[config.mk]
export PLATFORM = sky130hd
export DESIGN_NAME = display_capture
export DESIGN_NICKNAME = d
export VERILOG_FILES = /design/src/rtl/display_capture_pkg.sv /design/src/rtl/display_capture_edge_sampler.sv /design/src/rtl/display_capture.sv
export SDC_FILE = /design/constraint.sdc
export NUM_CORES = 1
export LEC_CHECK = 0
export CAP_MARGIN = 10
export CELL_PAD_IN_SITES_DETAIL_PLACEMENT = 1
export CELL_PAD_IN_SITES_GLOBAL_PLACEMENT = 1
export CORE_MARGIN = 4
export CORE_UTILIZATION = 48
export DETAILED_ROUTE_END_ITERATION = 12
export PLACE_DENSITY = 0.95
export SLEW_MARGIN = 5
export SYNTH_ARGS = -nofsm -noshare
export SYNTH_HDL_FRONTEND = slang
export SYNTH_HIERARCHICAL = 1
export SYNTH_SLANG_ARGS = --single-unit
[constraint.sdc]
create_clock -name clk -period 4.1 [get_ports clk]
set_input_delay 0.615 -clock clk [delete_from_list [all_inputs] [get_ports clk]]
set_output_delay 0.615 -clock clk [all_outputs]
set_load 0.005 [all_outputs]
[src/rtl/display_capture_pkg.sv]
`default_nettype none
// ============================================================================
// Module   : display_capture_pkg
// Brief    : Shared FSM encodings and idle line levels for display_capture.
// Revision : 1.0 - initial release
// ============================================================================
package display_capture_pkg;

    localparam logic [1:0] S_SHIFT   = 2'd0;
    localparam logic [1:0] S_LATCHED = 2'd1;
    localparam logic [1:0] S_ON      = 2'd2;

    localparam logic c_oclk_idle = 1'b0;
    localparam logic c_lat_idle  = 1'b1;
    localparam logic c_oe_idle   = 1'b1;

endpackage
`default_nettype wire

[src/rtl/display_capture_edge_sampler.sv]
`default_nettype none
// ============================================================================
// Module   : display_capture_edge_sampler
// Brief    : Two-stage sampler with registered edge pulse for one panel control
//            line; a payload bus travels alongside so it stays aligned with the pulse.
// Revision : 1.0 - initial release
// ============================================================================
module display_capture_edge_sampler #(
    parameter logic          IDLE     = 1'b0,
    parameter bit            RISE     = 1'b1,
    parameter int            PW       = 1,
    parameter logic [PW-1:0] PAY_IDLE = '0
) (
    input  logic          clk,
    input  logic          rst,
    input  logic          i_line,
    input  logic [PW-1:0] i_payload,
    output logic          o_edge,
    output logic [PW-1:0] o_payload
);

    logic          r_s1;
    logic          r_s2;
    logic          r_edge;
    logic [PW-1:0] r_pay_s1;
    logic [PW-1:0] r_pay_s2;

    always_ff @(posedge clk) begin
        if (rst) begin
            r_s1     <= IDLE;
            r_s2     <= IDLE;
            r_edge   <= 1'b0;
            r_pay_s1 <= PAY_IDLE;
            r_pay_s2 <= PAY_IDLE;
        end else begin
            r_s1     <= i_line;
            r_s2     <= r_s1;
            r_edge   <= RISE ? (r_s1 & ~r_s2) : (~r_s1 & r_s2);
            // payload delayed one more stage so it matches the registered edge
            r_pay_s1 <= i_payload;
            r_pay_s2 <= r_pay_s1;
        end
    end

    assign o_edge    = r_edge;
    assign o_payload = r_pay_s2;

endmodule
`default_nettype wire

[src/rtl/display_capture.sv]
`default_nettype none
// ============================================================================
// Module   : display_capture
// Brief    : Panel interface receiver; rebuilds each latched line with its row
//            address and measured oe-low on-time, handed out over valid/ready.
// Revision : 1.0 - initial release
// ============================================================================
module display_capture
    import display_capture_pkg::*;
#(
    parameter int ROWS    = 8,
    parameter int COLUMNS = 32,
    parameter int LANES   = 2,
    parameter int MAX_ON  = 255,
    localparam int ROW_W  = $clog2(ROWS),
    localparam int ON_W   = $clog2(MAX_ON + 1),
    localparam int COL_W  = $clog2(COLUMNS + 1),
    localparam int CI_W   = $clog2(COLUMNS)
) (
    input  logic                     clk,
    input  logic                     rst,
    input  logic                     in_oclk,
    input  logic                     in_lat,
    input  logic                     in_oe,
    input  logic [ROW_W-1:0]         in_row,
    input  logic [LANES-1:0]         in_data,
    output logic                     out_valid,
    input  logic                     out_ready,
    output logic [ROW_W-1:0]         out_row,
    output logic [LANES*COLUMNS-1:0] out_data,
    output logic [ON_W-1:0]          out_on,
    output logic                     out_len_err,
    output logic                     frame_done,
    output logic                     overflow
);

    logic             w_oclk_rise;
    logic             w_lat_fall;
    logic             w_oe_rise;
    logic [LANES-1:0] w_data;
    logic [ROW_W-1:0] w_row;
    logic             w_oe_lvl;

    display_capture_edge_sampler #(
        .IDLE(c_oclk_idle), .RISE(1'b1), .PW(LANES), .PAY_IDLE('0)
    ) u_oclk (
        .clk(clk), .rst(rst), .i_line(in_oclk), .i_payload(in_data),
        .o_edge(w_oclk_rise), .o_payload(w_data)
    );

    display_capture_edge_sampler #(
        .IDLE(c_lat_idle), .RISE(1'b0), .PW(ROW_W), .PAY_IDLE('0)
    ) u_lat (
        .clk(clk), .rst(rst), .i_line(in_lat), .i_payload(in_row),
        .o_edge(w_lat_fall), .o_payload(w_row)
    );

    display_capture_edge_sampler #(
        .IDLE(c_oe_idle), .RISE(1'b1), .PW(1), .PAY_IDLE(c_oe_idle)
    ) u_oe (
        .clk(clk), .rst(rst), .i_line(in_oe), .i_payload(in_oe),
        .o_edge(w_oe_rise), .o_payload(w_oe_lvl)
    );

    // A latch coinciding with an oclk rise closes the line first; the bit opens the next one.
    logic [COL_W-1:0]         r_col_cnt;
    logic                     r_extra;
    logic                     w_shift_en;
    logic [CI_W-1:0]          w_shift_col;
    logic [LANES*COLUMNS-1:0] w_shift;

    assign w_shift_en  = w_oclk_rise && (w_lat_fall || (r_col_cnt != COL_W'(COLUMNS)));
    assign w_shift_col = w_lat_fall ? '0 : r_col_cnt[CI_W-1:0];

    for (genvar g = 0; g < LANES; g++) begin : g_lane
        logic [COLUMNS-1:0] r_lane;
        always_ff @(posedge clk) begin
            if (rst)
                r_lane <= '0;
            else if (w_shift_en)
                r_lane[w_shift_col] <= w_data[g];
        end
        assign w_shift[g*COLUMNS +: COLUMNS] = r_lane;
    end

    always_ff @(posedge clk) begin
        if (rst) begin
            r_col_cnt <= '0;
            r_extra   <= 1'b0;
        end else if (w_lat_fall) begin
            r_col_cnt <= w_oclk_rise ? COL_W'(1) : '0;
            r_extra   <= 1'b0;
        end else if (w_oclk_rise) begin
            if (r_col_cnt == COL_W'(COLUMNS))
                r_extra <= 1'b1;
            else
                r_col_cnt <= r_col_cnt + COL_W'(1);
        end
    end

    logic [1:0]               r_state;
    logic [ON_W-1:0]          r_on_cnt;
    logic [LANES*COLUMNS-1:0] r_hold_data;
    logic [ROW_W-1:0]         r_hold_row;
    logic                     r_hold_len_err;
    logic                     r_out_valid;
    logic [ROW_W-1:0]         r_out_row;
    logic [LANES*COLUMNS-1:0] r_out_data;
    logic [ON_W-1:0]          r_out_on;
    logic                     r_out_len_err;
    logic                     r_frame_done;
    logic                     r_overflow;
    logic                     w_emit;

    always_comb begin
        w_emit = 1'b0;
        if (w_lat_fall)
            w_emit = (r_state != S_SHIFT);
        else if (r_state == S_LATCHED)
            w_emit = w_oclk_rise;
        else if (r_state == S_ON)
            w_emit = w_oe_rise;
    end

    always_ff @(posedge clk) begin
        if (rst) begin
            r_state        <= S_SHIFT;
            r_on_cnt       <= '0;
            r_hold_data    <= '0;
            r_hold_row     <= '0;
            r_hold_len_err <= 1'b0;
            r_out_valid    <= 1'b0;
            r_out_row      <= '0;
            r_out_data     <= '0;
            r_out_on       <= '0;
            r_out_len_err  <= 1'b0;
            r_frame_done   <= 1'b0;
            r_overflow     <= 1'b0;
        end else begin
            if (w_lat_fall) begin
                r_hold_data    <= w_shift;
                r_hold_row     <= w_row;
                r_hold_len_err <= (r_col_cnt != COL_W'(COLUMNS)) || r_extra;
                r_on_cnt       <= '0;
                r_state        <= S_LATCHED;
            end else begin
                case (r_state)
                    S_LATCHED: begin
                        if (w_oclk_rise) begin
                            r_state <= S_SHIFT;
                        end else if (!w_oe_lvl) begin
                            r_on_cnt <= ON_W'(1);
                            r_state  <= S_ON;
                        end
                    end
                    S_ON: begin
                        if (w_oe_rise)
                            r_state <= S_SHIFT;
                        else if (!w_oe_lvl && (r_on_cnt != ON_W'(MAX_ON)))
                            r_on_cnt <= r_on_cnt + ON_W'(1);
                    end
                    default: r_state <= S_SHIFT;
                endcase
            end

            r_frame_done <= r_out_valid && out_ready && (r_out_row == ROW_W'(ROWS - 1));

            // A record arriving while the previous one is still refused is lost.
            if (w_emit && r_out_valid && !out_ready) begin
                r_overflow <= 1'b1;
            end else if (w_emit) begin
                r_out_valid   <= 1'b1;
                r_out_row     <= r_hold_row;
                r_out_data    <= r_hold_data;
                r_out_on      <= r_on_cnt;
                r_out_len_err <= r_hold_len_err;
            end else if (r_out_valid && out_ready) begin
                r_out_valid <= 1'b0;
            end
        end
    end

    assign out_valid   = r_out_valid;
    assign out_row     = r_out_row;
    assign out_data    = r_out_data;
    assign out_on      = r_out_on;
    assign out_len_err = r_out_len_err;
    assign frame_done  = r_frame_done;
    assign overflow    = r_overflow;

endmodule
`default_nettype wire

== After elaboration in Yosys (flattened, before gate mapping) ==
Cells that the tools add are included.
W data, S select, Z words.

* Add/sub/neg operators: 2
* $lt $le $gt $ge: 2
* Eq/ne operators: 15
* Mux-type cells: 24
* Bitwise gates (word level): 7
* Reductions and logical operators: 23

{| class="wikitable"
|+ Operators by type and width
! cell !! count
|-
| $bwmux W32 || 2
|-
| $mux W8 || 4
|-
| $mux W6 || 3
|-
| $pmux W8 S2 || 1
|-
| $reduce_and A2 Y1 || 6
|-
| $add A8 B1 Y8 const B || 1
|-
| $mux W1 || 8
|-
| $ne A8 B8 Y1 const B || 1
|-
| $reduce_bool A2 Y1 || 4
|-
| $logic_and A1 B1 Y1 || 7
|-
| $add A6 B1 Y6 const B || 1
|-
| $eq A6 B6 Y1 const B || 1
|-
| $lt A5 B6 Y1 const B || 1
|-
| $mux W2 || 3
|-
| $ne A2 B1 Y1 const B || 3
|-
| $ne A2 B2 Y1 const B || 3
|-
| $ne A6 B6 Y1 const B || 1
|-
| $demux W1 S5 || 1
|-
| $ge A5 B1 Y1 const B || 1
|-
| $mux W5 || 1
|-
| $reduce_and A5 Y1 || 1
|-
| $ne A4 B4 Y1 const B || 1
|-
| $not A1 Y1 || 4
|-
| $pmux W2 S2 || 1
|-
| other kinds (9) || 13
|}

* Bits in registers: 247
* Output and inout port bits: 79
* Word-level logic and storage cells: 103

== Depth between registers and ports, before layout ==
* Depth in word-level cells: 8
* Depth in mapped cells: 7
* Gate-level depth less buffers: 6

== By module ==
The synthesis kept the hierarchy.

{| class="wikitable"
|+ Modules (own cells, without submodules)
! module !! instances !! cells an instance !! area each (µm²) !! seq. area each (µm²)
|-
| display_capture || 1 || 851 || 8633.3 || 4564.4
|-
| display_capture_edge_sampler at u_lat || 1 || 18 || 237.7 || 180.2
|-
| display_capture_edge_sampler at u_oclk || 1 || 14 || 190.2 || 140.1
|-
| display_capture_edge_sampler at u_oe || 1 || 10 || 132.6 || 100.1
|}

== Worst setup path before layout ==
OpenSTA, ideal clock, no wires.

* Path type: input port to flip-flop
* From: input port out_ready
* To: register r_out_data[61] (netlist: out_data[61])
* Library setup time: 128 ps
* Arrival: 1657 ps
* Data required time: 3972 ps
* Setup slack: 2315 ps
* Stages on the path: 6
* Buffers on the path: 2
* Path through: nor2b_1 -> a2111oi_4 -> buf_6 -> buf_6 -> mux2i_1 -> nor2_1

* Cells in the longest elaborated chain, start to end: 4

{| class="wikitable"
|+ Ends and longest elaborated chain
! item !! line !! RTL
|-
| from (decl) || display_capture.sv:28 || <nowiki>input logic out_ready,</nowiki>
|-
| $logic_not A1 Y1 || display_capture.sv:169 || <nowiki>if (w_emit && r_out_valid && !out_ready) begin</nowiki>
|-
| $logic_and A1 B1 Y1 || display_capture.sv:169 ||
|-
| $not A1 Y1 (no line) || n/a ||
|-
| $reduce_and A2 Y1 (no line) || n/a ||
|-
| to (signal assigned) || display_capture.sv:174 || <nowiki>r_out_data <= r_hold_data;</nowiki>
|-
| to (decl) || display_capture.sv:108 || <nowiki>logic [LANES*COLUMNS-1:0] r_out_data;</nowiki>
|}

Every way passes these cells.
A chain may end at the register's enable or synchronous reset.

== Worst setup path after layout ==
* From: register u_lat.r_edge (netlist: u_lat/o_edge)
* To: register r_out_data[13] (netlist: out_data[13])

* Cells in the longest elaborated chain, start to end: 5

{| class="wikitable"
|+ Ends and longest elaborated chain
! item !! line !! RTL
|-
| from (decl) || display_capture_edge_sampler.sv:24 || <nowiki>logic r_edge;</nowiki>
|-
| from (signal assigned) || display_capture_edge_sampler.sv:38 || <nowiki>r_edge <= RISE ? (r_s1 & ~r_s2) : (~r_s1 & r_s2);</nowiki>
|-
| $mux W1 (*) || display_capture.sv:117 || <nowiki>if (w_lat_fall)</nowiki>
|-
| $logic_and A1 B1 Y1 (2 in a row) || display_capture.sv:169 ||
|-
| $not A1 Y1 (no line) || n/a ||
|-
| $reduce_and A2 Y1 (no line) (*) || n/a ||
|}

Every way passes the cells marked *; elsewhere a longest branch is shown, timed or not.

==> results.cfg <==
[outcome]
status = finished, final reports clean

[pwr]
fin_total_pwr_w = 0.00502
vdd_drop_max_mv = 0.261
netSwitchingPower_w = 0.00107
clockPowerShare = 0.485
leakage_power_figure_nw = 4.09
combinationalPowerShare = 0.026
netSwitchingFraction = 0.213
cellPowerDensity_nw_per_um2 = 452
power_frac_seq = 0.490
internal_power_w = 0.00396

[floorplanning]
die_w_um = 146
dieArea_um2 = 21400
ios = 90
coreArea_um2 = 18800
die_y_um = 146
core.rowCount = 50
initial_utilization = 0.490

[final_layout]
syn_to_final_growth_pct = 20.9
drive_gt1_frac = 0.0661
finalNetCount = 977
antenna_cells = 0
layout.filler_cells = 1993

[clocking]
hold_buffers = 0
post_cts.repair.setup_buffers = 0
cts_sink_count = 249
cts_buffers = 26
clock_latency_ns = 0.53
post_cts.resized_instances = 0
clock_tree.htree_level_count = 1
clkTransAtPathRegs_ns = 0.06
cts.path.max_buffers = 3
tritoncts = done
ctsRootBufferMaster = clkbuf_16

[routing]
final_routed_drc_violation_total = 0
wl_cell_um = 19.7
met1_length_um = 10200
vias_per_cell = 5.53
first_pass_iters = 4
met3WireLength_um = 903
ant_nets = 0
totalWireLength_um = 24000
top_signal_layer_used = met4
drt_first_iter_violations = 385
route.met2.wl_um = 12200
vias = 6724

[synthesis]
syn-instance-count = 893
synth_top_cell_by_area = dfxtp_1
post_synth_edffs = 0
syn_area_um2 = 9190
synth.most_common_cell = dfxtp_1
yosys-top-cells-count = dfxtp_1, nor2_1, mux2i_1
synth_async_sr_flop_share = 0
fraction_of_synthesized_cell_area_taken_by_the_top_area_cell_type = 0.542
ys_seq_elements = 249
syn_avg_cell_area_um2 = 10.3
ys_dominant_reg_cell = dfxtp_1
synth_warnings = 6
yosysUniqueCellTypes = 44
yosysSeqAreaShare = 0.542
top_area_cells_in_the_synthesized_netlist = dfxtp_1, mux2i_1, nor2_1
syn_nets = 907

[placement]
gpl.final_weighted_congestion = 0.817
place.detailed.hpwl_um = 14500
dp_worst_setup_slack_ns = 1.18
place.port_buffers = 89

[min_path]
timing.hold.worst_path_depth = 1
timing.hold.worst.start = u_oe/r_s2$_SDFF_PP1_
hp-class = register to register

[setup_path]
cp.arrival_ns = 3.21
timing_worst_setup_path_type = register to register
worstReg2RegStart = u_lat/o_edge$_SDFF_PP0_
critical_path_required_ns = 4.46
critical_path.endpoint_type = register
startpoint_type = register
crit_path_start = u_lat/o_edge$_SDFF_PP0_
timing.critical_path.fanout_max = 42
r2r.worst_path.cells = 5

[sta]
slew-limit-headroom = 0.168
post-route-period-util = 0.695
finalHoldViolations = 0
worstMarginPinSlew_ns = 1.25
grt_setup_unrepaired = false
maxSlewViolCount = 0
maxClockFrequency_mhz = 351
setup-tns-final_ns = 0
setup_slack_ns = 1.25
finalWorstPathRequiredPeriod_ns = 2.85
fin_skew_ns = 0.0176
number_of_failing_setup_endpoints_in_the_final_timing_report = 0

[global_route]
grt_first_pass_wirelength_um = 40000
pin_count_of_the_biggest_net_entering_global_routing = 128
grt.total_usage = 0.224
antenna_found_initial = 0
via_count_of_the_first_global_routing_pass = 7473
globalRouteOverflowTotal = 0

[job]
drv_cap = 0
## placed cells by master, fill, tap and decap left out, drive strengths merged, types with 2 or more instances in the layout
master / synthesis / routed
xor2: 2 / 2
o21ai: 13 / 13
nand3b: 10 / 10
nor3b: 8 / 8
o22a: 4 / 4
nand4: 11 / 11
and3: 7 / 7
nor2: 213 / 213
bufinv: 0 / 2
a31oi: 5 / 5
mux2i: 202 / 202
clkbuf: 38 / 40
or3b: 2 / 2
clkinvlp: 0 / 2
nand2: 15 / 15
clkinv: 0 / 4
dfxtp: 249 / 249
nor4: 4 / 4
ha: 3 / 3
clkdlybuf4s50: 0 / 88
nor2b: 16 / 16
and3b: 2 / 2
or2: 8 / 8
nand3: 18 / 18
nor4b: 2 / 2
inv: 3 / 3
buf: 20 / 12
nor3: 11 / 11
nand2b: 10 / 10
a21oi: 7 / 7
## worst max-delay path, cell delays in order (launching register included)
cell       delay (ns)
dfxtp_4          0.81
nor2b_1          0.21
a2111oi_4        0.97
buf_12           0.31
mux2i_1          0.27
nor2_1           0.08
## path summary, 6_finish.rpt
check / slack, ns / to
max: 1.25 / out_data[13]$_SDFFE_PP0P_
min: 0.40 / u_oe/o_edge$_SDFF_PP0_
max reg2reg: 1.25 / out_data[13]$_SDFFE_PP0P_
min reg2reg: 0.40 / u_oe/o_edge$_SDFF_PP0_
## flip-flops by register name, summed over array words and instances (netlist names), 2 cells and up
| name | count |
|---|---|
| u_lat/r_pay_s1 | 3 |
| u_oclk/r_pay_s1 | 2 |
| r_state | 2 |
| out_row | 3 |
| out_on | 8 |
| u_oclk/o_payload | 2 |
| u_lat/o_payload | 3 |
| g_lane.r_lane | 64 |
| r_hold_data | 64 |
| r_on_cnt | 8 |
| r_col_cnt | 6 |
| r_hold_row | 3 |
| out_data | 64 |
## layout make-up
class                           instances  area, um2  share of cell area
Tap cell                              234        293              0.0263
Multi-Input combinational cell        583       3920               0.353
Inverter                                3       11.3             0.00101
Clock inverter                          8       95.1             0.00856
Clock buffer                           40        805              0.0724
Timing Repair Buffer                  100       1000              0.0900
Sequential cell                       249       4990               0.449
## through the flow
step | hold slack (ns) | cell area (um2) | util | std cells
2_1_floorplan | 0.371 | 9190 | - | 893
4_1_cts | 0.403 | 11100 | 0.592 | 1217
3_3_place_gp | 0.383 | 10200 | 0.544 | 1169
3_5_place_dp | 0.398 | 10200 | 0.544 | 1169
6_report | 0.399 | 11100 | 0.592 | 1217
5_1_grt | 0.401 | 11100 | 0.592 | 1217
## cell families after synthesis
group | after synthesis | synth area share
and+or+nand+nor | 338 | 0.172
adders and majority gates | 3 | 0.00408
muxes | 202 | 0.220
xor gates and xnor gates | 2 | 0.00191
buffers and inverters | 61 | 0.0313
DFF | 249 | 0.542
AOI/OAI and AO/OA | 38 | 0.0287
## per-layer routing
| layer | up-vias | GRT usage |
|---|---|---|
| met5 | - | 0 |
| met4 | 0 | 0.0884 |
| met3 | 67 | 0.0351 |
| met2 | 159 | 0.392 |
| met1 | 3326 | 0.277 |
| li1 | 3172 | - |
## power groups by stage
stage / registers [W] / logic, W / clock network [W]
floorplan: 0.00249 / 0.000104 / 0
global placement: 0.00251 / 0.000123 / 0
detailed placement: 0.00251 / 0.000126 / 0
CTS: 0.00246 / 0.000129 / 0.00247
global route: 0.00246 / 0.000139 / 0.00259
finish: 0.00246 / 0.000129 / 0.00244
No activity file was read; power rests on OpenSTA's default activity.
==> patch (same flow settings) <==
Change the parameter `COLUMNS` from 32 to 64.
--- a/src/rtl/display_capture.sv
+++ b/src/rtl/display_capture.sv
@@ -9,7 +9,7 @@
     import display_capture_pkg::*;
 #(
     parameter int ROWS    = 8,
-    parameter int COLUMNS = 32,
+    parameter int COLUMNS = 64,
     parameter int LANES   = 2,
     parameter int MAX_ON  = 255,
     localparam int ROW_W  = $clog2(ROWS),
Ports: changed (resized out_data); port bits go from 90 to 154. No check against the original RTL was run, so the function may have changed too.
==> patch against the original RTL <==
Sequential cell count increased by 193; total power increased by 73%; non-clock buffer count increased by 66; worst setup slack improved by 89 ps; design area increased by 76%; routed wire length increased by 82%; synthesized area increased by 76%; critical endpoint is now g_lane[1].r_lane[58]; critical path type unchanged; final cell count increased by 77%.
==> patch: results (changes against the original RTL) <==
Routing
  • Number of vias per cell after detailed routing: 5.37 (-2.9%)
  • Count of routing violations after the opening detailed-route iteration: 660 (+71%)
  • Wirelength per Cell: 20.3 um (+3.0%)
  • Wire length on met2: 23.4 mm (+93%)
  • First-pass detailed-route iteration total: 4 (unchanged)
  • Detailed route wirelength on metal3: 1.30 mm (+44%)
  • Detailed-routing wirelength on met1: 17.8 mm (+75%)

Logic synthesis
  • Most frequent cells after synthesis: dfxtp_1, mux2i_1, nor2_1
  • Net count after synthesis: 1580 (+74%)
  • Part of the Yosys area used for sequential elements: 54.6% (+0.35 points)
  • Cell count after synthesis: 1566 (+75%)
  • Main area contributors after synthesis: dfxtp_1, mux2i_1, nor2_1
  • Synth warn: 6 (unchanged)

Setup path
  • Slowest cell on crit path: nand2b_1
  • Cell type group with the largest total delay on the critical path: simple AND/OR/NAND/NOR gates
  • CP max FO: 36 (-14%)
  • Data arrival time of the worst path: 3140 ps (-70 ps)

Run status
  • Outcome: completed

Power
  • Worst IR Drop VDD: 0.000252 V (-3.2%)
  • P_leak: 7.19 nW (+76%)

Place
  • Cell area reported after detailed placement: 18000 um2 (+76%)
  • Final HPWL from detailed placement: 27.1 mm (+86%)
  • Global placement routability congestion: 0.778 (-4.8%)
  • Post-Place Setup Slack: 1180 ps (+3.03 ps)
  • Number of I/O port buffers: 153 (+72%)
  • Number of placed instances with taps included: 2069 (+77%)

Global routing
  • Global-route wire length before repair: 69.4 mm (+74%)
  • Number of global-route vias before repair: 12500 (+67%)
  • Maximum number of pins on one net before global-route repair: 249 (+95%)
  • All-Layer GR Usage: 23.4% (+0.99 points)

STA
  • Slew at the pin with the worst max-slew slack: 1120 ps (-122 ps)
  • Skew final: 10.9 ps (-6.69 ps)

Clock tree
  • Total clock buffers created by CTS: 45 (+73%)
  • Number of buffers inserted to repair setup after CTS: 0 (unchanged)
  • Number of instances resized during post-cts repair: 0 (unchanged)
  • Maximum level of the CTS H-tree: 2 (+1)

Finish
  • Ant diodes: 0 (unchanged)
  • NumNets Final: 1682 (+72%)
  • Non-filler cells, final: 2152 (+77%)
  • Fraction of final layout cells with drive strength greater than 1: 5.99% (-0.63 points)
-- patch: cell count changes after synthesis, sizes merged, moves of 7 or more --
cell	change
a31oi	+10
nor2	+185
dfxtp	+193
nor3	+15
buf	+15
clkbuf	+38
nand2b	+15
nand4	-9
mux2i	+199
o21ai	-7
nand3	+14
-- patch: metrics by stage --
step | utilization, % | hold slack (ps)
finish | 58.4 | 414
global route | 58.4 | 426
floorplan | - | 371
CTS | 58.4 | 418
detailed placement | 53.8 | 392
global placement | 53.8 | 381
-- patch: area by class of cell --
type                    count  area, um2
clock buffers              72       1420
clock inverters            11        118
fillers                  3490      13900
inverters                   3       11.3
multi-input cells        1010       6890
flip-flops and latches    442       8850
well taps                 448        561
repair buffers            166       1680
-- patch: per-layer routing --
layer  vias up  global-route usage [%]
li1       5496                       -
met1      5773                    27.7
met2       209                    43.9
met3        73                    3.44
met4         0                    6.49
met5         -                       0
-- patch: worst register-to-register path: stages, from the launching register on --
cell and delay, ps:
dfxtp_4 660, buf_4 610, nand2b_1 720, nor3_1 290, mux2i_1 250, nor2_1 60
-- patch: kinds of logic after synthesis --
| kind of cell | after synthesis | share of synthesized area, % |
|---|---|---|
| flip-flops | 442 | 54.6 |
| multiplexers | 401 | 24.8 |
| adder cells (fa/ha/maj) | 3 | 0.232 |
| buffers and inverters | 114 | 3.03 |
| XOR/XNOR | 4 | 0.216 |
| AND/OR/NAND/NOR | 565 | 15.6 |
| AO/OA/AOI/OAI | 37 | 1.54 |
-- patch: power by group --
| part | internal [W] | switching (W) |
|---|---|---|
| combinational | 0.0000670 | 0.000142 |
| clock | 0.00250 | 0.00167 |
| sequential | 0.00431 | 0.0000211 |
-- patch: worst paths after layout --
check / startpoint / to / slack [ps] / cells after the start
setup / recovery: u_lat/o_edge / g_lane[1].r_lane[58] / 1340 / 5
hold / removal: u_oe/r_s2 / u_oe/o_edge / 410 / 1
setup reg to reg: u_lat/o_edge / g_lane[1].r_lane[58] / 1340 / 5
hold reg to reg: u_oe/r_s2 / u_oe/o_edge / 410 / 1
